`src/rtl/defs.sv`:
```
`default_nettype none
// ============================================================================
// Package : defs
// Types shared by the hardwired sequencing controller and its decoder.
// Rev     : 1.0
// ============================================================================
package defs;

  typedef enum logic [2:0] {
    IDLE   = 3'd0,
    FETCH  = 3'd1,
    DECODE = 3'd2,
    EXEC   = 3'd3,
    WB     = 3'd4,
    BRANCH = 3'd5,
    HALT   = 3'd6,
    ERR    = 3'd7
  } t_state;

  typedef enum logic [3:0] {
    OP_NOP  = 4'h0,
    OP_ADD  = 4'h1,
    OP_SUB  = 4'h2,
    OP_AND  = 4'h3,
    OP_OR   = 4'h4,
    OP_XOR  = 4'h5,
    OP_BEQ  = 4'h6,
    OP_BNE  = 4'h7,
    OP_BLT  = 4'h8,
    OP_BGE  = 4'h9,
    OP_HALT = 4'hF
  } t_opcode;

  // ALU op codes coincide with the ALU opcodes so EXEC/WB can forward IR.op directly.
  typedef enum logic [3:0] {
    ALU_NONE = 4'h0,
    ALU_ADD  = 4'h1,
    ALU_SUB  = 4'h2,
    ALU_AND  = 4'h3,
    ALU_OR   = 4'h4,
    ALU_XOR  = 4'h5
  } t_aluop;

  typedef enum logic {
    PC_INC = 1'b0,
    PC_BR  = 1'b1
  } t_pc_sel;

  typedef struct packed {
    logic [3:0] op;
    logic [3:0] rd;
    logic [3:0] rs1;
    logic [3:0] rs2;
  } t_instr;

  typedef struct packed {
    logic eq;
    logic ne;
    logic lt;
    logic ge;
  } t_cmp;

  function automatic logic branch_taken(input logic [3:0] op, input t_cmp c);
    case (op)
      OP_BEQ:  branch_taken = c.eq;
      OP_BNE:  branch_taken = c.ne;
      OP_BLT:  branch_taken = c.lt;
      default: branch_taken = c.ge;
    endcase
  endfunction

endpackage
`default_nettype wire

```
`src/rtl/hw_seq_decode.sv`:
```
`default_nettype none
// ============================================================================
// Module : hw_seq_decode
// Combinational opcode classifier for the sequencing controller.
// Rev    : 1.0
// ============================================================================
module hw_seq_decode
  import defs::*;
(
  input  logic [3:0] op,
  output logic       is_alu,
  output logic       is_br,
  output logic       is_nop,
  output logic       is_halt,
  output logic       illegal
);

  always_comb begin
    is_alu  = 1'b0;
    is_br   = 1'b0;
    is_nop  = 1'b0;
    is_halt = 1'b0;
    illegal = 1'b0;
    case (op)
      OP_NOP:                               is_nop  = 1'b1;
      OP_ADD, OP_SUB, OP_AND, OP_OR, OP_XOR: is_alu  = 1'b1;
      OP_BEQ, OP_BNE, OP_BLT, OP_BGE:        is_br   = 1'b1;
      OP_HALT:                              is_halt = 1'b1;
      default:                              illegal = 1'b1;
    endcase
  end

endmodule
`default_nettype wire

```
`src/rtl/hw_seq_ctrl.sv`:
```
`default_nettype none
// ============================================================================
// Module : hw_seq_ctrl
// Hardwired multi-cycle fetch/decode/execute/writeback/branch controller.
// Rev    : 1.0
// ============================================================================
module hw_seq_ctrl
  import defs::*;
#(
  parameter int unsigned RA_W     = 4,
  parameter int unsigned CNT_W    = 16,
  parameter bit          ZERO_REG = 1'b1
) (
  input  logic             clk,
  input  logic             rst_n,
  input  logic             start,
  output logic             imem_req,
  input  logic             imem_ack,
  input  logic [15:0]      imem_data,
  input  t_cmp             cmp,
  output logic             ir_we,
  output logic [RA_W-1:0]  rf_raddr1,
  output logic [RA_W-1:0]  rf_raddr2,
  output logic [RA_W-1:0]  rf_waddr,
  output logic             rf_we,
  output logic [3:0]       alu_op,
  output logic             flag_we,
  output logic             pc_we,
  output logic             pc_sel,
  output logic             busy,
  output logic             halted,
  output logic             err,
  output logic [CNT_W-1:0] retired
);

  t_state            state_q, state_d;
  t_instr            ir_q, ir_d;
  logic [CNT_W-1:0]  retired_q, retired_d;
  logic              retire;
  logic              is_alu, is_br, is_nop, is_halt, illegal;

  hw_seq_decode u_decode (
    .op      (ir_q.op),
    .is_alu  (is_alu),
    .is_br   (is_br),
    .is_nop  (is_nop),
    .is_halt (is_halt),
    .illegal (illegal)
  );

  always_ff @(posedge clk) begin
    if (!rst_n) begin
      state_q   <= IDLE;
      ir_q      <= '0;
      retired_q <= '0;
    end else begin
      state_q   <= state_d;
      ir_q      <= ir_d;
      retired_q <= retired_d;
    end
  end

  always_comb begin
    state_d  = state_q;
    imem_req = 1'b0;
    ir_we    = 1'b0;
    rf_we    = 1'b0;
    alu_op   = ALU_NONE;
    flag_we  = 1'b0;
    pc_we    = 1'b0;
    pc_sel   = PC_INC;
    retire   = 1'b0;
    case (state_q)
      IDLE, HALT: if (start) state_d = FETCH;
      FETCH: begin
        imem_req = 1'b1;
        if (imem_ack) begin
          ir_we   = 1'b1;
          state_d = DECODE;
        end
      end
      DECODE: begin
        if (illegal) begin
          state_d = ERR;
        end else if (is_nop || is_halt) begin
          pc_we   = 1'b1;
          retire  = 1'b1;
          state_d = is_halt ? HALT : FETCH;
        end else if (is_alu) begin
          state_d = EXEC;
        end else if (is_br) begin
          state_d = BRANCH;
        end
      end
      EXEC: begin
        alu_op  = ir_q.op;
        flag_we = 1'b1;
        state_d = WB;
      end
      WB: begin
        alu_op  = ir_q.op;
        rf_we   = !(ZERO_REG && (ir_q.rd == 4'h0));
        pc_we   = 1'b1;
        retire  = 1'b1;
        state_d = FETCH;
      end
      BRANCH: begin
        // Compare is done by a SUB in the datapath; cmp reaches pc_sel combinationally.
        alu_op  = ALU_SUB;
        pc_we   = 1'b1;
        pc_sel  = branch_taken(ir_q.op, cmp) ? PC_BR : PC_INC;
        retire  = 1'b1;
        state_d = FETCH;
      end
      default: state_d = ERR;
    endcase
  end

  assign ir_d      = ir_we ? t_instr'(imem_data) : ir_q;
  assign retired_d = (retire && (retired_q != {CNT_W{1'b1}})) ? retired_q + CNT_W'(1) : retired_q;

  assign rf_raddr1 = RA_W'(ir_q.rs1);
  assign rf_raddr2 = RA_W'(ir_q.rs2);
  assign rf_waddr  = RA_W'(ir_q.rd);
  assign busy      = (state_q != IDLE) && (state_q != HALT) && (state_q != ERR);
  assign halted    = (state_q == HALT);
  assign err       = (state_q == ERR);
  assign retired   = retired_q;

endmodule
`default_nettype wire

```
`config.mk`:
```
export PLATFORM = sky130hd
export DESIGN_NAME = hw_seq_ctrl
export DESIGN_NICKNAME = d
export VERILOG_FILES = /design/src/rtl/defs.sv /design/src/rtl/hw_seq_decode.sv /design/src/rtl/hw_seq_ctrl.sv
export SDC_FILE = /design/constraint.sdc
export NUM_CORES = 1
export LEC_CHECK = 0
export BUFFER_PORTS_ARGS = -buffer_cell sky130_fd_sc_hd__buf_4
export CAP_MARGIN = 10
export CORE_MARGIN = 3
export CORE_UTILIZATION = 44
export DETAILED_ROUTE_END_ITERATION = 7
export PLACE_DENSITY = 0.75
export SLEW_MARGIN = 20
export SYNTH_ARGS = -nofsm -noshare
export SYNTH_HDL_FRONTEND = slang
export SYNTH_SLANG_ARGS = --single-unit
```
`constraint.sdc`:
```
create_clock -name clk -period 2 [get_ports clk]
set_input_delay 0.1 -clock clk [delete_from_list [all_inputs] [get_ports clk]]
set_output_delay 0.1 -clock clk [all_outputs]
set_load 0.005 [all_outputs]
```
==> impl_metrics.env <==
export IMPL_diodes=0
export IMPL_routed_via_density=5.19
export IMPL_yosysUniqueCellTypes=38
export IMPL_die_y_um=69.8
export IMPL_tightest_slew_ns=0.503
export IMPL_yosysMostFrequentCell="nand2_1"
export IMPL_post_dp_hpwl_um=3260
export IMPL_synthArstFlopShare_pct=0
export IMPL_path_clk_slew_ns=0.07
export IMPL_finalNetCount=324
export IMPL_rsz0062_at_grt="true"
export IMPL_postRouteWirelength_um=4570
export IMPL_violations="setup timing"
export IMPL_grt_usage_pct=18.2
export IMPL_netlist_area_um2=1790
export IMPL_syn_avg_cell_area_um2=7.57
export IMPL_critPathKind="register to register"
export IMPL_worstSkewPairLatency_ns=0.28
export IMPL_cts_tree="built"
export IMPL_yosysWarnings=0
export IMPL_drc_errors=0
export IMPL_vias=1807
export IMPL_cap_violations=0
export IMPL_core_area_um2=3800
export IMPL_pwr_density_cell_nw_per_um2=602
export IMPL_dpl_instance_area_um2=2310
export IMPL_dp_slack_ns=-0.116
export IMPL_first_iter_violations=119
export IMPL_io_buffers=64
export IMPL_clockBufferDepth=2
export IMPL_max_freq_ghz=0.471
export IMPL_relSlewSlack_pct=66.4
export IMPL_ir_worst_vdd_uv=430
export IMPL_synth_edf_count=0
export IMPL_fin_skew_ns=0.00597
export IMPL_synth_top_cell_by_area="dfxtp_1"
export IMPL_yosys_top_cells_count="nand2_1, dfxtp_1, a21oi_1"
export IMPL_fp_dieArea_um2=4880
export IMPL_setup_tns_ns=-0.762
export IMPL_final_setup_worst_slack_ns=-0.125
export IMPL_required_ns=2.21
export IMPL_cp_arrival_ns=2.34
export IMPL_grt_remaining_overflow=0
export IMPL_grt_max_degree=26
export IMPL_cts_root_buf="clkbuf_8"
export IMPL_finalCritPeriodShare_pct=106
export IMPL_first_global_vias=1556
export IMPL_hold_path_class="primary input to register"
export IMPL_drv_slew=0
export IMPL_seq_area_frac_synth_pct=39.1
export IMPL_synthFlopType="dfxtp_1"
export IMPL_start_kind="register"
export IMPL_avgRoutedWirePerCell_um=13.1
export IMPL_antenna_found_initial=0
export IMPL_status="finished, violations left"
export IMPL_netlist_top_cells_area="dfxtp_1, nand2_1, a21oi_1"
export IMPL_initial_utilization_pct=47.2
export IMPL_hold_violations=0
export IMPL_postSynthCellCount=237
export IMPL_finalInstanceArea_um2=2470
export IMPL_area_growth_pct=38.0
export IMPL_p_leak_nw=0.998
export IMPL_antenna_left=0
export IMPL_ctsHoldBuffers=0
export IMPL_setup_viol=9
export IMPL_synth_top_area_share_pct=39.1
export IMPL_final_util_pct=65.1
export IMPL_path_max_fanout=13
export IMPL_clock_sinks=35
export IMPL_cts_buffers=5
export IMPL_routabilityCongestion=0.804
export IMPL_row_count=22
export IMPL_ios=65
export IMPL_timing_hold_ws_ns=0.0631
export IMPL_grt_pass1_wl_um=7330
export IMPL_synth_seq_cells=35
export IMPL_nFillCells=325
export IMPL_ctsHtreeMaxLevel=2
export IMPL_drive_gt1_share_pct=31.7
export IMPL_die_width_um=69.8
export IMPL_dr_pass1_iters=4
export IMPL_end_kind="register"
export IMPL_synth_nets=262
export IMPL_fin_crit_ns=2.13
cell type report:
| cell class | instances | area [um2] | area share [%] |
|---|---|---|---|
| well taps | 48 | 60.1 | 2.43 |
| repair buffers | 82 | 646 | 26.1 |
| flip-flops and latches | 35 | 701 | 28.3 |
| multi-input cells | 167 | 933 | 37.7 |
| inverters | 8 | 33.8 | 1.37 |
| clock buffers | 8 | 100 | 4.05 |
timing repair:
action,in CTS,in global routing
gates resized for setup,0,9
buffers inserted,0,1
endpoints found under the setup margin,7,15
pin swaps,1,3
cloned,0,1
sequential cells by signal, indices dropped and copies added (netlist names):
name	cells
rf_raddr1	4
state_q	3
retired	16
ir_q	4
rf_raddr2	4
rf_waddr	4
through the flow:
step | power [W] | cells
2_1_floorplan | 0.000854 | 237
3_3_place_gp | 0.000937 | 338
3_5_place_dp | 0.000941 | 338
4_1_cts | 0.00149 | 346
5_1_grt | 0.00156 | 348
6_report | 0.00149 | 348
final timing paths:
path                 from           end  slack (ns)  cells past startpoint
max reg2reg      ir_q[14]    retired[7]       -0.13                      6
min          imem_data[2]  rf_raddr2[2]        0.06                      3
max              ir_q[14]    retired[7]       -0.13                      6
min reg2reg  rf_raddr1[1]  rf_raddr1[1]        0.46                      2
cells in the final DEF (no fill, tap or decap), drive strengths merged:
| cell | n |
|---|---|
| nand2b | 5 |
| nor4 | 4 |
| o22ai | 1 |
| a21oi | 30 |
| a211oi | 3 |
| a211o | 1 |
| or2 | 2 |
| xor2 | 1 |
| or3 | 4 |
| or4 | 7 |
| nor3 | 8 |
| nand3 | 7 |
| a21o | 1 |
| buf | 81 |
| a311oi | 1 |
| o31a | 1 |
| o31ai | 7 |
| nand3b | 1 |
| a2111oi | 1 |
| clkinvlp | 1 |
| nor2b | 2 |
| nand2 | 47 |
| a22o | 1 |
| a31oi | 1 |
| inv | 7 |
| nand4 | 6 |
| clkbuf | 9 |
| and3 | 1 |
| nor2 | 12 |
| mux2i | 4 |
| ha | 1 |
| dfxtp | 35 |
| o21a | 1 |
| o21ai | 6 |
per-layer routing:
metal	vias to the layer above	GRT usage, %	share of wire (%)
met2	48	27.4	47
met1	810	25.6	48
li1	947	-	-
met4	0	5.74	0.74
met3	2	4.35	4.6
met5	-	0	0
worst max-delay path, cell delays in order (launching register included):
cell	delay [ns]
dfxtp_1	0.31
or4_1	0.52
a211o_1	0.29
a21o_1	0.20
buf_12	0.15
or4_1	0.49
a21oi_2	0.12
kinds of logic after synthesis:
| family | count (synthesis) | synth area share (%) |
|---|---|---|
| simple gates | 106 | 28.6 |
| flops | 35 | 39.1 |
| mux | 4 | 2.23 |
| buf+inv | 35 | 10.7 |
| xor+xnor | 1 | 0.489 |
| compound gates | 55 | 18.2 |
| fa+ha+maj | 1 | 0.698 |
power breakdown:
group	internal (W)	leakage [nW]	switching (W)
Combinational	0.000107	0.663	0.000102
Sequential	0.000715	0.283	0.00000944
Clock	0.000314	0.0515	0.000241
Power figures use the tool's default switching activity.
